## src/rtl/spi_frame_sequencer_if.sv

```systemverilog
// Register-file side of the SPI frame sequencer: write/read strobes, address,
// write data and the read-data return path.
interface spi_frame_sequencer_if #(
  parameter int ADDR_W = 6
);
  logic              reg_wr_en;
  logic              reg_rd_en;
  logic [ADDR_W-1:0] reg_addr;
  logic [23:0]       reg_wdata;
  logic [23:0]       reg_rdata;
  logic              reg_rd_valid;

  modport master (
    output reg_wr_en, reg_rd_en, reg_addr, reg_wdata,
    input  reg_rdata, reg_rd_valid
  );

  modport slave (
    input  reg_wr_en, reg_rd_en, reg_addr, reg_wdata,
    output reg_rdata, reg_rd_valid
  );
endinterface

```

## src/rtl/spi_frame_sequencer.sv

```systemverilog
// Frame-level SPI slave controller: validates 32-bit frames, turns them into
// register-file writes/reads and loads the response word back into the shifter.
module spi_frame_sequencer #(
  parameter int ADDR_W     = 6,
  parameter int RD_TIMEOUT = 16
) (
  input  logic                 clock,
  input  logic                 reset,
  input  logic                 sclk_rise,
  input  logic                 ss_n_sync,
  input  logic [31:0]          rx_word,
  input  logic                 err_clear,
  spi_frame_sequencer_if.master reg_bus,
  output logic                 tx_load,
  output logic [31:0]          tx_word,
  output logic                 frame_error,
  output logic [15:0]          frame_count,
  output logic                 busy
);

  localparam int          RD_CNT_W   = $clog2(RD_TIMEOUT + 1);
  localparam logic [31:0] ERR_WORD   = 32'hDEAD_BEEF;
  localparam logic [5:0]  FRAME_BITS = 6'd32;
  localparam logic [5:0]  BIT_SAT    = 6'd33;

  typedef enum logic [2:0] {
    ST_IDLE,
    ST_SHIFT,
    ST_DECODE,
    ST_READ_WAIT,
    ST_LOAD
  } state_t;

  state_t state_reg, state_next;

  logic                ss_n_q_reg;
  logic [5:0]          bit_cnt_reg, bit_cnt_next;
  logic [RD_CNT_W-1:0] rd_cnt_reg, rd_cnt_next;
  logic [5:0]          rd_tag_reg, rd_tag_next;
  logic [31:0]         resp_reg, resp_next;
  logic                resp_ok_reg, resp_ok_next;

  logic                tx_load_reg, tx_load_next;
  logic [31:0]         tx_word_reg, tx_word_next;
  logic                reg_wr_en_reg, reg_wr_en_next;
  logic                reg_rd_en_reg, reg_rd_en_next;
  logic [ADDR_W-1:0]   reg_addr_reg, reg_addr_next;
  logic [23:0]         reg_wdata_reg, reg_wdata_next;
  logic                frame_error_reg, frame_error_next;
  logic [15:0]         frame_count_reg, frame_count_next;
  logic                busy_reg, busy_next;

  logic                ss_fall;
  logic                ss_rise;
  logic                in_read_wait;
  logic                rd_hit;
  logic                rd_expired;
  logic                abort;
  logic                err_set;
  logic [ADDR_W-1:0]   rx_addr;

  // Only the low ADDR_W bits of the 6-bit address field reach the register file.
  genvar gi;
  generate
    for (gi = 0; gi < ADDR_W; gi++) begin : g_addr
      assign rx_addr[gi] = rx_word[24 + gi];
    end
  endgenerate

  assign ss_fall      = ss_n_q_reg & ~ss_n_sync;
  assign ss_rise      = ~ss_n_q_reg & ss_n_sync;
  assign in_read_wait = (state_reg == ST_READ_WAIT);
  // The first READ_WAIT cycle is the strobe cycle itself; valid is only trusted after it.
  assign rd_hit       = in_read_wait && (rd_cnt_reg != '0) && reg_bus.reg_rd_valid;
  assign rd_expired   = in_read_wait && (rd_cnt_reg == RD_CNT_W'(RD_TIMEOUT));
  assign abort        = ss_fall && ((state_reg == ST_DECODE) ||
                                    (state_reg == ST_READ_WAIT) ||
                                    (state_reg == ST_LOAD));

  always_ff @(posedge clock) begin
    if (reset) begin
      state_reg <= ST_IDLE;
    end else begin
      state_reg <= state_next;
    end
  end

  always_comb begin
    state_next = state_reg;
    case (state_reg)
      ST_IDLE: begin
        if (ss_fall) state_next = ST_SHIFT;
      end
      ST_SHIFT: begin
        if (ss_rise) state_next = (bit_cnt_reg == FRAME_BITS) ? ST_DECODE : ST_IDLE;
      end
      ST_DECODE: begin
        if (ss_fall)                      state_next = ST_SHIFT;
        else if (rx_word[30] || rx_word[31]) state_next = ST_IDLE;
        else                              state_next = ST_READ_WAIT;
      end
      ST_READ_WAIT: begin
        if (ss_fall)                     state_next = ST_SHIFT;
        else if (rd_hit || rd_expired)   state_next = ST_LOAD;
      end
      ST_LOAD: begin
        state_next = ss_fall ? ST_SHIFT : ST_IDLE;
      end
      default: state_next = ST_IDLE;
    endcase
  end

  always_comb begin
    err_set          = 1'b0;
    tx_load_next     = 1'b0;
    tx_word_next     = tx_word_reg;
    reg_wr_en_next   = 1'b0;
    reg_rd_en_next   = 1'b0;
    reg_addr_next    = reg_addr_reg;
    reg_wdata_next   = reg_wdata_reg;
    frame_count_next = frame_count_reg;
    rd_cnt_next      = rd_cnt_reg;
    rd_tag_next      = rd_tag_reg;
    resp_next        = resp_reg;
    resp_ok_next     = resp_ok_reg;

    // A new select window always restarts the count, whatever was in flight.
    if (ss_fall) begin
      bit_cnt_next = '0;
    end else if (!ss_n_sync && sclk_rise && (bit_cnt_reg != BIT_SAT)) begin
      bit_cnt_next = bit_cnt_reg + 6'd1;
    end else begin
      bit_cnt_next = bit_cnt_reg;
    end

    case (state_reg)
      ST_SHIFT: begin
        if (ss_rise && (bit_cnt_reg != FRAME_BITS)) err_set = 1'b1;
      end
      ST_DECODE: begin
        if (!ss_fall) begin
          if (rx_word[30]) begin
            err_set      = 1'b1;
            tx_load_next = 1'b1;
            tx_word_next = ERR_WORD;
          end else if (rx_word[31]) begin
            reg_wr_en_next   = 1'b1;
            reg_addr_next    = rx_addr;
            reg_wdata_next   = rx_word[23:0];
            tx_load_next     = 1'b1;
            tx_word_next     = rx_word;
            frame_count_next = frame_count_reg + 16'd1;
          end else begin
            reg_rd_en_next = 1'b1;
            reg_addr_next  = rx_addr;
            rd_tag_next    = rx_word[29:24];
            rd_cnt_next    = '0;
          end
        end
      end
      ST_READ_WAIT: begin
        if (!ss_fall) begin
          rd_cnt_next = rd_cnt_reg + 1'b1;
          if (rd_hit) begin
            resp_next    = {2'b00, rd_tag_reg, reg_bus.reg_rdata};
            resp_ok_next = 1'b1;
          end else if (rd_expired) begin
            resp_next    = ERR_WORD;
            resp_ok_next = 1'b0;
            err_set      = 1'b1;
          end
        end
      end
      ST_LOAD: begin
        if (!ss_fall) begin
          tx_load_next = 1'b1;
          tx_word_next = resp_reg;
          if (resp_ok_reg) frame_count_next = frame_count_reg + 16'd1;
        end
      end
      default: ;
    endcase

    if (abort) err_set = 1'b1;

    // Set has priority over clear so an error in the clearing cycle is never lost.
    frame_error_next = err_set | (frame_error_reg & ~err_clear);
    busy_next        = (state_next != ST_IDLE);
  end

  always_ff @(posedge clock) begin
    if (reset) begin
      ss_n_q_reg      <= 1'b1;
      bit_cnt_reg     <= '0;
      rd_cnt_reg      <= '0;
      rd_tag_reg      <= '0;
      resp_reg        <= '0;
      resp_ok_reg     <= 1'b0;
      tx_load_reg     <= 1'b0;
      tx_word_reg     <= '0;
      reg_wr_en_reg   <= 1'b0;
      reg_rd_en_reg   <= 1'b0;
      reg_addr_reg    <= '0;
      reg_wdata_reg   <= '0;
      frame_error_reg <= 1'b0;
      frame_count_reg <= '0;
      busy_reg        <= 1'b0;
    end else begin
      ss_n_q_reg      <= ss_n_sync;
      bit_cnt_reg     <= bit_cnt_next;
      rd_cnt_reg      <= rd_cnt_next;
      rd_tag_reg      <= rd_tag_next;
      resp_reg        <= resp_next;
      resp_ok_reg     <= resp_ok_next;
      tx_load_reg     <= tx_load_next;
      tx_word_reg     <= tx_word_next;
      reg_wr_en_reg   <= reg_wr_en_next;
      reg_rd_en_reg   <= reg_rd_en_next;
      reg_addr_reg    <= reg_addr_next;
      reg_wdata_reg   <= reg_wdata_next;
      frame_error_reg <= frame_error_next;
      frame_count_reg <= frame_count_next;
      busy_reg        <= busy_next;
    end
  end

  assign tx_load           = tx_load_reg;
  assign tx_word           = tx_word_reg;
  assign frame_error       = frame_error_reg;
  assign frame_count       = frame_count_reg;
  assign busy              = busy_reg;
  assign reg_bus.reg_wr_en = reg_wr_en_reg;
  assign reg_bus.reg_rd_en = reg_rd_en_reg;
  assign reg_bus.reg_addr  = reg_addr_reg;
  assign reg_bus.reg_wdata = reg_wdata_reg;

endmodule

```

## src/flat_wrapper.sv

```systemverilog
// flat-port wrapper written by rule: the top's interface ports become plain ports
module spi_frame_sequencer_flat 
#(
  parameter int ADDR_W     = 6,
  parameter int RD_TIMEOUT = 16
)
  (clock, reset, sclk_rise, ss_n_sync, rx_word, err_clear, tx_load, tx_word, frame_error, frame_count, busy, reg_bus_reg_wr_en, reg_bus_reg_rd_en, reg_bus_reg_addr, reg_bus_reg_wdata, reg_bus_reg_rdata, reg_bus_reg_rd_valid);
  spi_frame_sequencer_if #(.ADDR_W(ADDR_W)) reg_bus_i ();
  input  logic clock;
  input  logic reset;
  input  logic sclk_rise;
  input  logic ss_n_sync;
  input  logic [31:0] rx_word;
  input  logic err_clear;
  output logic tx_load;
  output logic [31:0] tx_word;
  output logic frame_error;
  output logic [15:0] frame_count;
  output logic busy;
  output wire logic [$bits(reg_bus_i.reg_wr_en)-1:0] reg_bus_reg_wr_en;
  output wire logic [$bits(reg_bus_i.reg_rd_en)-1:0] reg_bus_reg_rd_en;
  output wire logic [$bits(reg_bus_i.reg_addr)-1:0] reg_bus_reg_addr;
  output wire logic [$bits(reg_bus_i.reg_wdata)-1:0] reg_bus_reg_wdata;
  input wire logic [$bits(reg_bus_i.reg_rdata)-1:0] reg_bus_reg_rdata;
  input wire logic [$bits(reg_bus_i.reg_rd_valid)-1:0] reg_bus_reg_rd_valid;
  assign reg_bus_reg_wr_en = reg_bus_i.reg_wr_en;
  assign reg_bus_reg_rd_en = reg_bus_i.reg_rd_en;
  assign reg_bus_reg_addr = reg_bus_i.reg_addr;
  assign reg_bus_reg_wdata = reg_bus_i.reg_wdata;
  assign reg_bus_i.reg_rdata = reg_bus_reg_rdata;
  assign reg_bus_i.reg_rd_valid = reg_bus_reg_rd_valid;
  spi_frame_sequencer #(.ADDR_W(ADDR_W), .RD_TIMEOUT(RD_TIMEOUT)) u_core (.clock(clock), .reset(reset), .sclk_rise(sclk_rise), .ss_n_sync(ss_n_sync), .rx_word(rx_word), .err_clear(err_clear), .reg_bus(reg_bus_i), .tx_load(tx_load), .tx_word(tx_word), .frame_error(frame_error), .frame_count(frame_count), .busy(busy));
endmodule
```

## config.mk

```make
export PLATFORM = sky130hd
export DESIGN_NAME = spi_frame_sequencer_flat
export DESIGN_NICKNAME = d
export VERILOG_FILES = /design/src/rtl/spi_frame_sequencer_if.sv /design/src/rtl/spi_frame_sequencer.sv /design/src/flat_wrapper.sv
export SDC_FILE = /design/constraint.sdc
export NUM_CORES = 1
export LEC_CHECK = 0
export CAP_MARGIN = 30
export CORE_MARGIN = 2
export CORE_UTILIZATION = 50
export DETAILED_ROUTE_END_ITERATION = 12
export DONT_BUFFER_PORTS = 1
export PLACE_DENSITY = 0.65
export SLEW_MARGIN = 0
export SYNTH_ARGS = -nofsm -noshare
export SYNTH_HDL_FRONTEND = slang
export SYNTH_SLANG_ARGS = --single-unit
```

## constraint.sdc

```tcl
create_clock -name clock -period 2.3 [get_ports clock]
set_input_delay 0.115 -clock clock [delete_from_list [all_inputs] [get_ports clock]]
set_output_delay 0.115 -clock clock [all_outputs]
set_load 0.02 [all_outputs]
```

Yosys cells after proc, flatten, opt, wreduce, memory -nomap -nowiden
Index checks and enable logic that the tools add are counted.
- flip-flop bits (word level): 137
- input bits: 62
- word-level logic and storage cells: 116
- add/subtract/negate cells: 3
- equality and inequality tests: 16
- mux-type cells: 43
- bitwise operators: 11
- reduce and logical (&&, ||, !) cells: 27
- operators by type and width (kind ; number):
    $mux W32 ; 6
    $mux W16 ; 5
    $pmux W32 S2 ; 1
    $pmux W16 S2 ; 1
    $mux W5 ; 4
    $add A16 B1 Y16 const B ; 1
    $mux W1 ; 15
    $mux W3 ; 5
    $pmux W3 S5 ; 1
    $ne A2 B2 Y1 const B ; 6
    $ne A6 B6 Y1 const B ; 2
    $reduce_and A4 Y1 ; 3
    $pmux W5 S2 ; 1
    $logic_and A1 B1 Y1 ; 7
    $not A1 Y1 ; 7
    $add A6 B1 Y6 const B ; 1
    $eq A3 B2 Y1 const B ; 2
    $eq A6 B6 Y1 const B ; 1
    $reduce_and A3 Y1 ; 2
    $reduce_and A6 Y1 ; 1
    $reduce_bool A2 Y1 ; 3
    $add A5 B1 Y5 const B ; 1
    $eq A5 B5 Y1 const B ; 1
    $reduce_and A5 Y1 ; 1
    other kinds (16) ; 22

Depth between registers and ports, before layout
Gate-level depths: netlist of the first run.
- word-level depth: 8
- gate-level depth with buffers: 8
- mapped depth without buffers: 7

Worst setup path after synthesis of the first run
No wires, ideal clock.
- path type: reg-to-reg
- from: register u_core.rd_cnt_reg[0]
- to: register u_core.resp_reg[25]
- library setup time: 0.128 ns
- data arrival time: 1.556 ns
- data required time: 2.172 ns
- path slack: 0.616 ns
- stages on the path, launching flop included: 9
- buffers on the path: 1
- cells stage by stage: dfxtp_1 inv_1 ha_1 or3b_1 a21oi_2 nor2b_1 buf_4 o22ai_1 nor2_1
- longest elaborated chain between the ends: 5
- RTL lines (item ; line ; text):
    start: declaration ; spi_frame_sequencer.sv:38 ; logic [RD_CNT_W-1:0] rd_cnt_reg, rd_cnt_next;
    start signal: assignment ; spi_frame_sequencer.sv:211 ; rd_cnt_reg <= rd_cnt_next;
    $reduce_bool A5 Y1 ; spi_frame_sequencer.sv:74 ; assign rd_hit = in_read_wait && (rd_cnt_reg != '0) && reg_bus.reg_rd_valid;
    $logic_and A1 B1 Y1 (2 in a row) ; spi_frame_sequencer.sv:74 ;
    $reduce_bool A2 Y1 (no source line) ; - ;
    $reduce_and A3 Y1 (no source line) ; - ;
    end signal: assignment ; spi_frame_sequencer.sv:213 ; resp_reg <= resp_next;
    end: declaration ; spi_frame_sequencer.sv:40 ; logic [31:0] resp_reg, resp_next;
Several ways; a longest one is shown, not always the timed one.
A chain may end at the register's enable or synchronous reset.

Final worst setup path of the first run
- from: register u_core.state_reg[0]
- to: register u_core.frame_error_reg, in the netlist u_core.frame_error
- longest elaborated chain between the ends: 8
- RTL lines (item ; line ; text):
    start: declaration ; spi_frame_sequencer.sv:34 ; state_t state_reg, state_next;
    start signal: assignment ; spi_frame_sequencer.sv:84 ; state_reg <= state_next;
    $eq A3 B2 Y1 ; spi_frame_sequencer.sv:72, spi_frame_sequencer.sv:77, spi_frame_sequencer.sv:136 ;
    $logic_and A1 B1 Y1 (on tied branches) ; spi_frame_sequencer.sv:75, spi_frame_sequencer.sv:74 ;
    $mux W1 / $logic_and A1 B1 Y1 (equally long branches) ; spi_frame_sequencer.sv:167, spi_frame_sequencer.sv:74 ;
    $mux W1 ; spi_frame_sequencer.sv:164 ; if (rd_hit) begin
    $mux W1 ; spi_frame_sequencer.sv:162 ; if (!ss_fall) begin
    $pmux W1 S3 ; spi_frame_sequencer.sv:136 ; case (state_reg)
    $mux W1 * ; spi_frame_sequencer.sv:184 ; if (abort) err_set = 1'b1;
    $or A1 B1 Y1 * ; spi_frame_sequencer.sv:187 ; frame_error_next = err_set | (frame_error_reg & ~err_clear);
    end signal: assignment ; spi_frame_sequencer.sv:221 ; frame_error_reg <= frame_error_next;
    end: declaration ; spi_frame_sequencer.sv:49 ; logic frame_error_reg, frame_error_next;
Every way passes the cells marked *; elsewhere a longest branch is shown, timed or not.

==> impl_results.md, run 1 <==
- GRT Total Usage: 0.260
- Tmin final: 2150 ps
- Fmax: 465 MHz
- DR vias: 5003
- Share of the synthesized area in the top cell type: 0.480
- Syn. warnings: 0
- Clock-pin slew on the worst setup and hold paths: 50 ps
- Crit path max fanout: 8
- Worst-Margin Slew: 810 ps
- XOR/XNOR Fraction of Synth Area: 0.0340
- Starting density of the core: 0.518
- Hold Crit Class: in -> reg
- Syn nets: 719
- Mean Syn Cell Area: 8.70 um^2
- Slew margin rel.: 0.460
- Met3 global-route usage: 0.0823
- Clk_lat worst skew: 410 ps
- Ys flop type: dfxtp_1
- DRC viols: 0
- CP endpoint kind: flop
- Global-route wire length before repair: 25.6 mm
- Top Ports: 145
- Synth cell types: 57
- Dpl hpwl: 9.38 mm
- Post-DR wirelength/cell: 18.6 um
- Final setup viols: 0
- Cell taking the most area after synthesis: dfxtp_1
- Nets: 769
- Sequential area share after synthesis: 0.480
- Rows: 38
- Crit start category: flop
- PwrDens: 724 nW/um^2
- Largest register FFs: 32
- Count leader, synth: dfxtp_1
- Largest net degree at the start of global routing: 119
- Final hold vios: 0
- Num CTS Buffers: 17
- Total Power: 5.04 mW
- Clock Tree Buf Depth: 2
- Antenna-violating nets left: 0
- Root Driver: clkbuf_16
- Chip width: 110 um
- Setup CP Type: reg -> reg
- DRT Wirelength: 15.9 mm
- Clk sinks: 136
- CP arrival: 2510 ps
- P_leak: 2.45 nW
- Max cap viols: 0
- Core Region: 10900 um^2
- Largest family of logic cells by synthesized area: simple AND/OR/NAND/NOR gates
- Status: completed
- Total gr overflow: 0
- Commonest cells post-synth: dfxtp_1 (136), nand2_1 (85), nor2_1 (79)
- Drt via density: 5.88
- Adder-cell share of the synthesized area: 0.0132
- GR Util met2: 0.434
- Design area: 6960 um^2
- RSZ-0062 raised after global routing: false
- Fin crit share: 0.936
- Area grow syn2layout: 22.8%
- Synth Register Bits: 136
- Die height: 110 um
- PortBufs: 0
- Gr busiest metal: met2
- Compound-Gate Fraction of Synth Area: 0.199
- Post-synth EDFFs: 0
- Placer Congestion: 0.843
- Mapped Cells: 651
- Max VDD drop: 0.435 mV
- GRT met1 Usage: 0.300
- Placed instance area: 5730 um^2
- Final setup skew: 3.98 ps
- Layout cells sized above 1: 0.0872
- Pre-antenna DRT Iters: 5
- Async SR Flop Fraction: 0
- Final Max Slew Viols: 0
- Initial drt markers: 374
- Initial antenna violation count: 0
- Mux share of post-synthesis cell area: 0.0124
- Simple-gate share of the synthesized area: 0.209
- Die area: 12200 um^2
- CTS tree: yes
- Setup_tns: 0 ps
- Vias in the first global route: 5074
- Mapped cell area: 5670 um^2
- Clock H-tree levels: 4
- Data required time of the critical path: 2650 ps
- Synth top area cells: dfxtp_1 (48%), nand2_1 (5.6%), a21oi_1 (5.5%), nor2_1 (5.2%), o211ai_1 (3.0%)
- N_diodes: 0
## cell type report
| cell class | instances | area (um^2) |
|---|---|---|
| Clock buffer | 25 | 485 |
| Clock inverter | 4 | 45.0 |
| Fill cell | 921 | 3980 |
| Inverter | 11 | 41.3 |
| Multi-Input combinational cell | 451 | 2660 |
| Sequential cell | 136 | 2720 |
| Tap cell | 140 | 175 |
| Timing Repair Buffer | 84 | 828 |
## power breakdown
| group | leakage [nW] | total, mW | switching (mW) | internal (mW) |
|---|---|---|---|---|
| Clock | 0.263 | 2.48 | 0.929 | 1.55 |
| Sequential | 1.10 | 2.37 | 0.0107 | 2.36 |
| Combinational | 1.09 | 0.187 | 0.0855 | 0.101 |
## metal layers
metal | routed length (um) | share of wire | vias to the layer above
li1 | - | - | 2389
met2 | 7810 | 0.49 | 191
met1 | 6390 | 0.40 | 2380
met5 | 0 | 0 | -
met4 | 493 | 0.031 | 0
met3 | 1170 | 0.074 | 43
## cell usage in the layout (no fill, tap or decap), types with 5 or more instances in the layout
master,Yosys,routed
o21ai_0,11,11
clkbuf_1,28,5
ha_1,6,6
o211ai_1,23,23
mux2i_1,7,7
a211oi_1,15,15
a21oi_1,62,62
nand3_1,6,6
inv_1,11,11
nor3_1,15,15
o22ai_1,22,22
clkbuf_16,0,17
nand4_1,5,5
xor2_1,7,7
a22oi_1,8,8
nand2_1,85,85
nor2_1,79,78
nor3b_1,8,8
nand2b_1,6,6
xnor2_1,15,15
or3_1,23,23
buf_4,6,16
dlygate4sd3_1,0,66
dfxtp_1,136,136
## final timing paths
kind	startpoint	endpoint	slack, ps	depth (start not counted)
worst max-delay path	u_core.state_reg[0]	u_core.frame_error	150	6
worst min-delay path	rx_word[30]	u_core.tx_word[22]	20	3
worst max register to register	u_core.state_reg[0]	u_core.frame_error	150	6
worst min register to register	u_core.rd_tag_reg[4]	u_core.rd_tag_reg[4]	490	2
## worst max-delay path, stage by stage (launching register included)
cell           delay [ps]
dfxtp_1               540
buf_4                 220
inv_1                  80
nor4_1                400
a222oi_1              150
a21oi_1               140
dlygate4sd3_1         550
## stage by stage
step	instances	utilization	setup WS (ps)	hold slack, ps
global route	851	0.636	25.3	21.2
finish	851	0.636	148	21.1
detailed placement	755	0.524	256	198
global placement	755	0.524	319	198
CTS	851	0.635	106	2.09
floorplan	651	-	616	222
## kinds of logic (layout without fill, tap and decap cells)
family	count (synthesis)	count (layout)
XOR/XNOR	22	22
AND/OR/NAND/NOR	250	250
flip-flops	136	136
multiplexers	7	7
AO/OA/AOI/OAI	166	166
adder cells (fa/ha/maj)	6	6
buffers and inverters	64	124
## repair_timing
| item | in CTS | in global routing |
|---|---|---|
| setup endpoints to repair | 0 | 5 |
| hold endpoints to repair | 130 | 0 |
| buffers inserted | 0 | 0 |
| hold buffers | 67 | 0 |
| resized for setup | 0 | 3 |
(Power assumes the default switching activity.)
==> run 2: changes to the inputs <==
Settings changed: REMOVE_ABC_BUFFERS set to 1.
==> impl_results.md, run 2 (same netlist as run 1, synthesis figures left out) <==
- Setup_tns: 0 ps (unchanged)
- DRT Wirelength: 15.7 mm (-1.3%)
- CP arrival: 2440 ps (-70 ps)
- Antenna-violating nets left: 0 (unchanged)
- Crit start category: flop
- Slew margin rel.: 0.596 (+0.136)
- Total Power: 5.20 mW (+3.1%)
- DRC viols: 0 (unchanged)
- Hold Crit Class: in -> reg
- Clock-pin slew on the worst setup and hold paths: 60 ps (about the same)
- Fillers: 928 (+0.76%)
- Worst hold slack: 9.83 ps (-11.2 ps)
- Clk_lat worst skew: 410 ps (about the same)
- Worst-Margin Slew: 598 ps (-212 ps)
- Fin crit share: 0.906 (-0.0294)
- Dpl hpwl: 9.12 mm (-2.7%)
- Most frequent cells in the layout: dfxtp_1 (135), nand2_1 (85), nor2_1 (77)
- Status: completed
- Top Ports: 145 (unchanged)
- Global-route wire length before repair: 25.5 mm (-0.59%)
- Clock H-tree levels: 4 (unchanged)
- Area grow syn2layout: 23.5%
- Num CTS Buffers: 17 (unchanged)
- Final setup skew: 6.43 ps (+2.45 ps)
- R2r setup slk: 220 ps (+70 ps)
- Post-layout util: 0.640 (+0.00378)
- CP Cell Sequence: and2b_4 -> nand3_1 -> nor2_2 -> buf_4 -> nand2_1 -> a21oi_1 -> dlygate4sd3_1
- PortBufs: 0 (unchanged)
- CTS tree: yes
- Fmax: 480 MHz (+3.2%)
- Layout cells sized above 1: 0.0982 (+0.0110)
- Vias in the first global route: 4973 (-2.0%)
- Fin worst setup slack: 216 ps (+67.7 ps)
- Data required time of the critical path: 2650 ps (about the same)
- Root Driver: clkbuf_16
- Slowest cell delay on critical path: 560 ps (about the same)
- Clk sinks: 136 (unchanged)
- Die height: 110 um (unchanged)
- Post-Place Worst Slack: 307 ps (+51.7 ps)
- Tmin final: 2080 ps (-67.7 ps)
- Chip width: 110 um (unchanged)
- Final Max Slew Viols: 0 (unchanged)
- Rows: 38 (unchanged)
- Largest net degree at the start of global routing: 118 (-0.84%)
- RSZ-0062 raised after global routing: false
- Post-DR wirelength/cell: 18.3 um (-1.6%)
- Final hold vios: 0 (unchanged)
- Initial drt markers: 369 (-1.3%)
- N_diodes: 0 (unchanged)
- Total gr overflow: 0 (unchanged)
- Core Region: 10900 um^2 (unchanged)
- R2R Path Start: u_core.state_reg[2]
- Pre-antenna DRT Iters: 5 (unchanged)
- CP max-delay cell: dlygate4sd3_1
- Final setup viols: 0 (unchanged)
- CP endpoint kind: flop
- Crit path max fanout: 24 (+16)
- HP Start: err_clear
- Setup crit start: u_core.state_reg[2]
- DR vias: 5009 (+0.12%)
- Starting density of the core: 0.518 (unchanged)
- Drt via density: 5.87 (-0.11%)
- Clock Tree Buf Depth: 2 (unchanged)
- Placer Congestion: 0.823 (-2.4%)
- Commonest non-fill, non-tap cell in the layout: dfxtp_1
- Nets: 768 (-0.13%)
- GRT Total Usage: 0.258 (-0.00291)
- Max cap viols: 0 (unchanged)
- P_leak: 2.45 nW (+0.28%)
- Largest register FFs: 32 (unchanged)
- Setup CP Type: reg -> reg
- Initial antenna violation count: 0 (unchanged)
- PwrDens: 742 nW/um^2 (+2.5%)
- Max VDD drop: 0.574 mV (+32%)
- Die area: 12200 um^2 (unchanged)
run 2: cell types whose count changed in the layout (fill, tap and decap cells not counted), moves of 2 or more:
cell	before	now
clkbuf_1	5	0
clkbuf_8	3	0
clkinv_2	3	5
clkinv_4	0	2
clkinvlp_4	0	3
inv_6	0	3
run 2: area by class of cell:
class / instances / area [um^2] / share of cell area
tap: 140 / 175 / 0.0250
multi-input combinational: 451 / 2660 / 0.381
clock inverter: 15 / 151 / 0.0216
sequential: 136 / 2720 / 0.389
timing repair buffer: 83 / 818 / 0.117
clock buffer: 17 / 425 / 0.0608
inverter: 11 / 41.3 / 0.00590
run 2: what timing repair did:
| item | in CTS | in global routing |
|---|---|---|
| resized for setup | 0 | 4 |
| buffers inserted | 0 | 0 |
| hold buffers | 66 | 0 |
| endpoints found under the setup margin | 0 | 5 |
| endpoints found under the hold margin | 130 | 0 |
run 2: final timing paths:
kind,depth (start not counted),to
setup / recovery,7,u_core.reg_bus.reg_wdata[15]
hold / removal,3,u_core.frame_error
setup reg to reg,7,u_core.reg_bus.reg_wdata[15]
hold reg to reg,2,u_core.rd_tag_reg[0]
run 2: where the power goes:
group	switching, mW	internal (mW)	total, mW
clock network	1.04	1.60	2.64
registers	0.0110	2.36	2.37
logic	0.0842	0.0977	0.182
run 2: metrics by stage:
step / instance area (um^2) / std cells
after floorplan: 5410 / 598
after global placement: 5730 / 755
after detailed placement: 5730 / 755
after CTS: 6990 / 853
after global routing: 7000 / 853
final: 7000 / 853
run 2: critical path: cells and delay by family (launching register included):
family,cells,cell delay (ps)
buf+inv,2,840
simple gates,4,660
flops,1,370
compound gates,1,140
run 2: per-layer routing:
metal | vias up | wire [um] | track usage | share of wire
met1 | 2407 | 6580 | 0.310 | 0.42
met2 | 187 | 7600 | 0.434 | 0.49
met5 | - | 0 | 0 | 0
met3 | 30 | 1140 | 0.0823 | 0.073
li1 | 2385 | - | - | -
met4 | 0 | 328 | 0.0908 | 0.021
